==> src/rtl/spgd_seq.sv <==
// SPGD iteration sequencer: drives +sigma / -sigma perturbation phases, averages the
// photodetector metric in each phase and reports DJ = J_plus - J_minus per iteration.
module spgd_seq #(
   parameter int ADC_WIDTH    = 12,
   parameter int MAX_AVE_LOG2 = 10,
   parameter int CNT_WIDTH    = 16
) (
   input  logic                                       ADC_CLK,
   input  logic                                       RST_N,
   input  logic                                       TRIG_IN,
   input  logic                                       ENABLE,
   input  logic        [CNT_WIDTH-1:0]                SETTLE_CYCLES,
   input  logic        [3:0]                          AVE_LOG2,
   input  logic signed [ADC_WIDTH-1:0]                METRIC_IN,
   output logic        [1:0]                          PERT_SIGN,
   output logic signed [ADC_WIDTH+MAX_AVE_LOG2:0]     DJ,
   output logic                                       DJ_VALID,
   output logic                                       BUSY,
   output logic        [CNT_WIDTH-1:0]                ITER_CNT,
   output logic                                       OVERRUN
);

   localparam int ACC_W = ADC_WIDTH + MAX_AVE_LOG2;
   localparam int DJ_W  = ACC_W + 1;
   localparam int CW    = (CNT_WIDTH > MAX_AVE_LOG2 + 1) ? CNT_WIDTH : MAX_AVE_LOG2 + 1;
   localparam logic [3:0] MAX_L = 4'(MAX_AVE_LOG2);

   typedef enum logic [2:0] {
      IDLE, SETTLE_P, ACQ_P, SETTLE_M, ACQ_M, DONE
   } state_t;

   state_t state, state_nxt;

   logic                    trig_p0, trig_p1, trig_p2;
   logic                    trig_edge;
   logic [CW-1:0]           cnt;
   logic [CNT_WIDTH-1:0]    s_lat;
   logic [3:0]              l_lat;
   logic signed [ACC_W-1:0] acc, acc_sum, j_plus, metric_ext;
   logic signed [DJ_W-1:0]  dj_nxt;

   function automatic logic [3:0] sat_log2(input logic [3:0] v);
      return (v > MAX_L) ? MAX_L : v;
   endfunction

   function automatic logic [CNT_WIDTH-1:0] settle_len(input logic [CNT_WIDTH-1:0] s);
      return (s == '0) ? CNT_WIDTH'(1) : s;
   endfunction

   // Trigger synchronizer (p0, p1) plus history flop (p2) for rising-edge detect
   always_ff @(posedge ADC_CLK or negedge RST_N) begin
      if (!RST_N) begin
         trig_p0 <= 1'b0;
         trig_p1 <= 1'b0;
         trig_p2 <= 1'b0;
      end else begin
         trig_p0 <= TRIG_IN;
         trig_p1 <= trig_p0;
         trig_p2 <= trig_p1;
      end
   end

   assign trig_edge = trig_p1 & ~trig_p2;

   always_ff @(posedge ADC_CLK or negedge RST_N) begin
      if (!RST_N) state <= IDLE;
      else        state <= state_nxt;
   end

   always_comb begin
      state_nxt = state;
      if (state != IDLE && !ENABLE) begin
         state_nxt = IDLE;
      end else begin
         case (state)
            IDLE:     if (trig_edge && ENABLE) state_nxt = SETTLE_P;
            SETTLE_P: if (cnt == CW'(1)) state_nxt = ACQ_P;
            ACQ_P:    if (cnt == CW'(1)) state_nxt = SETTLE_M;
            SETTLE_M: if (cnt == CW'(1)) state_nxt = ACQ_M;
            ACQ_M:    if (cnt == CW'(1)) state_nxt = DONE;
            default:  state_nxt = IDLE;
         endcase
      end
   end

   always_comb begin
      PERT_SIGN = 2'b00;
      BUSY      = 1'b1;
      DJ_VALID  = 1'b0;
      case (state)
         IDLE:            BUSY      = 1'b0;
         SETTLE_P, ACQ_P: PERT_SIGN = 2'b01;
         SETTLE_M, ACQ_M: PERT_SIGN = 2'b10;
         DONE:            DJ_VALID  = 1'b1;
         default:         PERT_SIGN = 2'b00;
      endcase
   end

   assign metric_ext = {{MAX_AVE_LOG2{METRIC_IN[ADC_WIDTH-1]}}, METRIC_IN};
   assign acc_sum    = acc + metric_ext;
   assign dj_nxt     = {j_plus[ACC_W-1], j_plus} - {acc_sum[ACC_W-1], acc_sum};

   // Phase counter counts down to 1; it is reloaded on every state change
   always_ff @(posedge ADC_CLK or negedge RST_N) begin
      if (!RST_N) begin
         cnt      <= '0;
         s_lat    <= '0;
         l_lat    <= '0;
         acc      <= '0;
         j_plus   <= '0;
         DJ       <= '0;
         ITER_CNT <= '0;
         OVERRUN  <= 1'b0;
      end else begin
         if (trig_edge && state != IDLE) OVERRUN <= 1'b1;

         if (state == IDLE && state_nxt == SETTLE_P) begin
            s_lat <= SETTLE_CYCLES;
            l_lat <= sat_log2(AVE_LOG2);
         end

         if (state_nxt != state) begin
            case (state_nxt)
               SETTLE_P:     cnt <= CW'(settle_len(SETTLE_CYCLES));
               SETTLE_M:     cnt <= CW'(settle_len(s_lat));
               ACQ_P, ACQ_M: cnt <= CW'(1) << l_lat;
               default:      cnt <= '0;
            endcase
         end else if (cnt != '0) begin
            cnt <= cnt - CW'(1);
         end

         if ((state_nxt == ACQ_P || state_nxt == ACQ_M) && state_nxt != state)
            acc <= '0;
         else if (state == ACQ_P || state == ACQ_M)
            acc <= acc_sum;

         if (state == ACQ_P && state_nxt == SETTLE_M) j_plus <= acc_sum;

         if (state == ACQ_M && state_nxt == DONE) begin
            DJ       <= dj_nxt;
            ITER_CNT <= ITER_CNT + CNT_WIDTH'(1);
         end
      end
   end

endmodule

==> config.mk <==
export PLATFORM = sky130hd
export DESIGN_NAME = spgd_seq
export DESIGN_NICKNAME = d
export VERILOG_FILES = /design/src/rtl/spgd_seq.sv
export SDC_FILE = /design/constraint.sdc
export NUM_CORES = 1
export LEC_CHECK = 0
export CORE_ASPECT_RATIO = 0.5
export CORE_MARGIN = 3
export CORE_UTILIZATION = 40
export CTS_CLUSTER_SIZE = 8
export DETAILED_ROUTE_END_ITERATION = 10
export MAX_ROUTING_LAYER = met4
export SYNTH_ARGS = -nofsm -noshare
export SYNTH_HDL_FRONTEND = slang
export SYNTH_SLANG_ARGS = --single-unit
==> constraint.sdc <==
create_clock -name ADC_CLK -period 5.5 [get_ports ADC_CLK]
set_input_delay 1.1 -clock ADC_CLK [delete_from_list [all_inputs] [get_ports ADC_CLK]]
set_output_delay 1.1 -clock ADC_CLK [all_outputs]
set_load 0.01 [all_outputs]
# Yosys cells after proc, flatten, opt, wreduce, memory -nomap -nowiden
# Index checks and enable logic that the tools add are counted.
[classes]
n_addsub = 4
order_cmp = 1
n_eq_ne = 12
n_shift = 1
n_mux = 18
n_bitwise = 2
reduce_logical = 20
[ops]
columns = ["op", "count"]
rows = [
  ["$mux 16", 4],
  ["$pmux 16 s3", 1],
  ["$mux 22", 2],
  ["$logic_not 16->1", 2],
  ["$sub 22x22->23", 1],
  ["$add 22x12->22", 1],
  ["$mux 3", 6],
  ["$add 16x1->16 const B", 1],
  ["$eq 16x1->1 const B", 1],
  ["$reduce_bool 16->1", 1],
  ["$shl 1x4->16 const A", 1],
  ["$sub 16x1->16 const B", 1],
  ["$pmux 3 s5", 1],
  ["$eq 3x2->1 const B", 4],
  ["$eq 3x3->1 const B", 4],
  ["$logic_and 1x1->1", 7],
  ["$eq 3x1->1 const B", 2],
  ["$reduce_or 2->1", 3],
  ["$gt 4x4->1 const B", 1],
  ["$mux 4", 1],
  ["$pmux 2 s2", 1],
  ["$reduce_bool 2->1", 2],
  ["$logic_not 3->1", 1],
  ["$ne 3x3->1", 1],
  ["other kinds (6)", 8],
]
[totals]
reg_bits = 126

# Longest topological paths before layout
[depth]
word_depth = 10
ltp_mapped = 19

# Least setup slack after synthesis
# OpenSTA, ideal clock, no wires.
[synth_path]
kind = "input to register"
from = "input port METRIC_IN[0]"
to = "register DJ[20]"
t_arrival_ns = 4.827
path_slack_ns = 0.587
path_stages = 18
path_cell_list = "ha_1 -> fa_1 -> a211oi_1 -> o21bai_1 -> a21oi_1 -> xor2_1 -> ha_1 -> o21a_1 -> o21ai_0 -> nand2b_1 -> a211oi_1 -> o211ai_1 -> a41o_1 -> o21ai_1 -> maj3_1 -> o21ai_0 -> a2111o_1 -> o211ai_1"
[synth_via]
elab_chain_len = 2
[synth_rtl]
columns = ["element", "line_no", "text"]
rows = [
  ["start: declaration", "14", "input logic signed [ADC_WIDTH-1:0] METRIC_IN,"],
  ["$add 22x12->22", "100", "assign acc_sum = acc + metric_ext;"],
  ["$sub 22x22->23", "101", "assign dj_nxt = {j_plus[ACC_W-1], j_plus} - {acc_sum[ACC_W-1], acc_sum};"],
  ["end signal: assignment", "141", "DJ <= dj_nxt;"],
  ["end: declaration", "16", "output logic signed [ADC_WIDTH+MAX_AVE_LOG2:0] DJ,"],
]
# No other way between the ends.
# A chain may end at the register's enable or synchronous reset.

# Worst setup path in the final report
[layout_path]
from = "input port METRIC_IN[0]"
to = "register DJ[21]"
# The elaborated chain is that of the path after synthesis.

==> impl_metrics.toml <==
[power]
ir_worst_vdd_mv = 0.211
power_density_nw_per_um2 = 515
p_leak_nw = 4.37

[setup_path]
critPathKind = "input port to flip-flop"
start_kind = "input port"
endpoint_kind = "flip-flop"
arrival_ps = 5650
crit_fanout = 4
required_ps = 5880

[clock_network]
cts_buffer_depth = 2
clk_latency_ps = 440
cts_buffers = 17
cts_root_buffer = "clkbuf_16"
cts_num_sinks = 126
cts_tree = "built"
clk_pin_slew_ps = 70
htree_num_levels = 4

[floorplan]
die_w_um = 206
design.core.area_um2 = 19000
start_util_pct = 42.2
fp.dieH_um = 106
die_area_um2 = 21900
ios = 80
fp-row-count = 35

[routing]
routed_wl_um = 21500
first_pass_iters = 5
drtAntennaViolNets = 0
wl_per_cell_um = 16.7
drtIter0Drc = 547
drcViolationCount = 0
vias = 7079
via_per_inst = 5.50

[logic_synthesis]
synth_seq_cells = 126
ys.flop_type = "dfrtp_1"
syn_nets = 988
synth.cell_area_um2 = 8020
synth_cell_types = 71
synth.area.top_cells = "dfrtp_1, nand2_1, ha_1, xnor2_1, o21ai_0"
synth_edf_count = 0
synth_top_area_share_pct = 39.3
synth_cells = 914
yosysSeqAreaShare_pct = 39.3
yosysTopAreaCell = "dfrtp_1"
synthArstFlopShare_pct = 100
yosys_warnings = 0
postSynthAreaPerCell_um2 = 8.77

[timing]
hold_violations = 0
fin_hold_ws_ps = 366
finClkSkew_ps = 13.6
max_freq_ghz = 0.190
fin_ws_ps = 234
setup_violations = 0
layout_min_cycle_time_ps = 5270
tightest_slew_ps = 850
grt_setup_unrepaired = "yes"
slew_headroom_pct = 43.2
finalMaxSlewViolations = 0
timing.final.crit_share_pct = 95.7

[finish]
drive_gt1_share_pct = 9.73
area_delta_synth_final_pct = 23.9
num_antenna_cells = 0
layout.nets = 1089
fillers = 1823

[grt]
grt_max_degree = 50
grt_pass1_vias = 6679
grt-ovfl-total = 0
grt_use_total_pct = 20.7
grt_first_pass_wirelength_um = 35100
antenna_found_initial = 0

[placement]
globalplace.congestion = 0.859
hpwl_um = 16000
place_ws_ps = -241
port_buffers = 79

[outcome]
outcome = "completed"

[flow_run]
maxCapViolations = 0

[worst_hold_path]
hold_class = "flip-flop to flip-flop"
[worst paths after layout]
check | from | to | slack, ps | cells after the start
max in group asynchronous | RST_N | s_lat[11] | 3780 | 2
min | trig_p0 | trig_p1 | 370 | 0
max | METRIC_IN[0] | DJ[21] | 230 | 19
min in group asynchronous | RST_N | ITER_CNT[13] | 680 | 1
min reg2reg | trig_p0 | trig_p1 | 370 | 0
max reg2reg | acc[0] | DJ[21] | 960 | 18
[layout by cell type (no fill, tap or decap), drive strengths merged, types with 12 or more instances in the layout]
master and n:
a211oi 13, a21o 12, a21oi 45, and3 12, buf 40, clkbuf 17, clkdlybuf4s50 78, dfrtp 126
ha 36, inv 38, nand2 155, nand3 21, nand4 12, nor2 72, nor3 19, nor4 16
o21ai 88, o22a 13, xnor2 50, xor2 21
[through the flow]
stage	std cells	area [um2]	setup TNS (ps)	power (mW)	utilization (%)
floorplan	914	8020	0	3.04	-
global placement	1254	9280	-211	3.83	48.8
detailed placement	1254	9280	-857	3.86	48.8
CTS	1286	9900	0	5.10	52.1
global route	1287	9940	-136	5.50	52.3
finish	1287	9940	0	5.12	52.3
[synthesized netlist by cell type, types with 8 or more instances]
cell type	number
nand2_1	155
dfrtp_1	126
o21ai_0	81
nor2_1	72
xnor2_1	48
a21oi_1	42
ha_1	36
clkbuf_1	32
inv_1	30
nand3_1	21
xor2_1	21
nor3_1	19
nor4_1	15
o22a_1	13
a21o_1	12
nand4_1	12
a211oi_1	11
a222oi_1	11
and3_1	11
nand2b_1	11
a22o_1	8
[cell type report]
cell class	count	area (um2)	share of cell area, %
inverter	30	113	1.13
tap	259	324	3.26
clock buffer	17	425	4.28
sequential	126	3150	31.7
clock inverter	15	198	1.99
multi-input combinational	722	4640	46.7
timing repair buffer	118	1080	10.9
[where the power goes]
group / switching (mW) / internal, mW / leakage [nW]
Clock: 0.494 / 0.730 / 0.305
Sequential: 0.135 / 1.09 / 1.65
Combinational: 1.52 / 1.16 / 2.41
Total: 2.14 / 2.97 / 4.37
[sequential cells by signal, indices dropped and copies added, names as in the netlist]
signal    count
s_lat        16
OVERRUN       1
trig_p2       1
ITER_CNT     16
l_lat         4
state         3
trig_p0       1
j_plus       22
trig_p1       1
acc          22
cnt          16
DJ           23
[per-layer routing]
layer | vias to the layer above | wire [um] | track usage [%]
li1 | 3494 | - | -
met1 | 3416 | 10900 | 29.6
met2 | 139 | 9340 | 30.1
met3 | 30 | 914 | 3.79
met4 | 0 | 378 | 5.76
met5 | - | 0 | -
[what timing repair did]
| action | in CTS | in global routing |
|---|---|---|
| endpoints found under the setup margin | 0 | 4 |
| setup buffers | 0 | 1 |
| hold buffers | 0 | 0 |
| endpoints found under the hold margin | 0 | 0 |
| gates resized for setup | 0 | 5 |
[critical path: stages]
cell             delay, ps
clkdlybuf4s50_1        400
ha_1                   280
fa_1                   430
a211oi_2               270
o21bai_1               130
a21oi_1                200
xor2_1                 270
ha_1                   300
o21a_1                 120
o21ai_0                250
a21oi_2                130
a21oi_2                200
o21bai_1                80
o211a_1                270
a2111oi_0              400
or3_1                  220
and4bb_1               220
o31ai_1                240
a211o_1                120
[kinds of logic after synthesis]
logic type	Yosys count	share of synthesized area [%]
buffers and inverters	66	3.14
and+or+nand+nor	354	20.5
muxes	6	0.827
xor gates and xnor gates	71	8.08
adders and majority gates	44	6.87
DFF	126	39.3
AOI/OAI and AO/OA	247	21.2
Note: power is estimated with default switching activity, not from simulation.
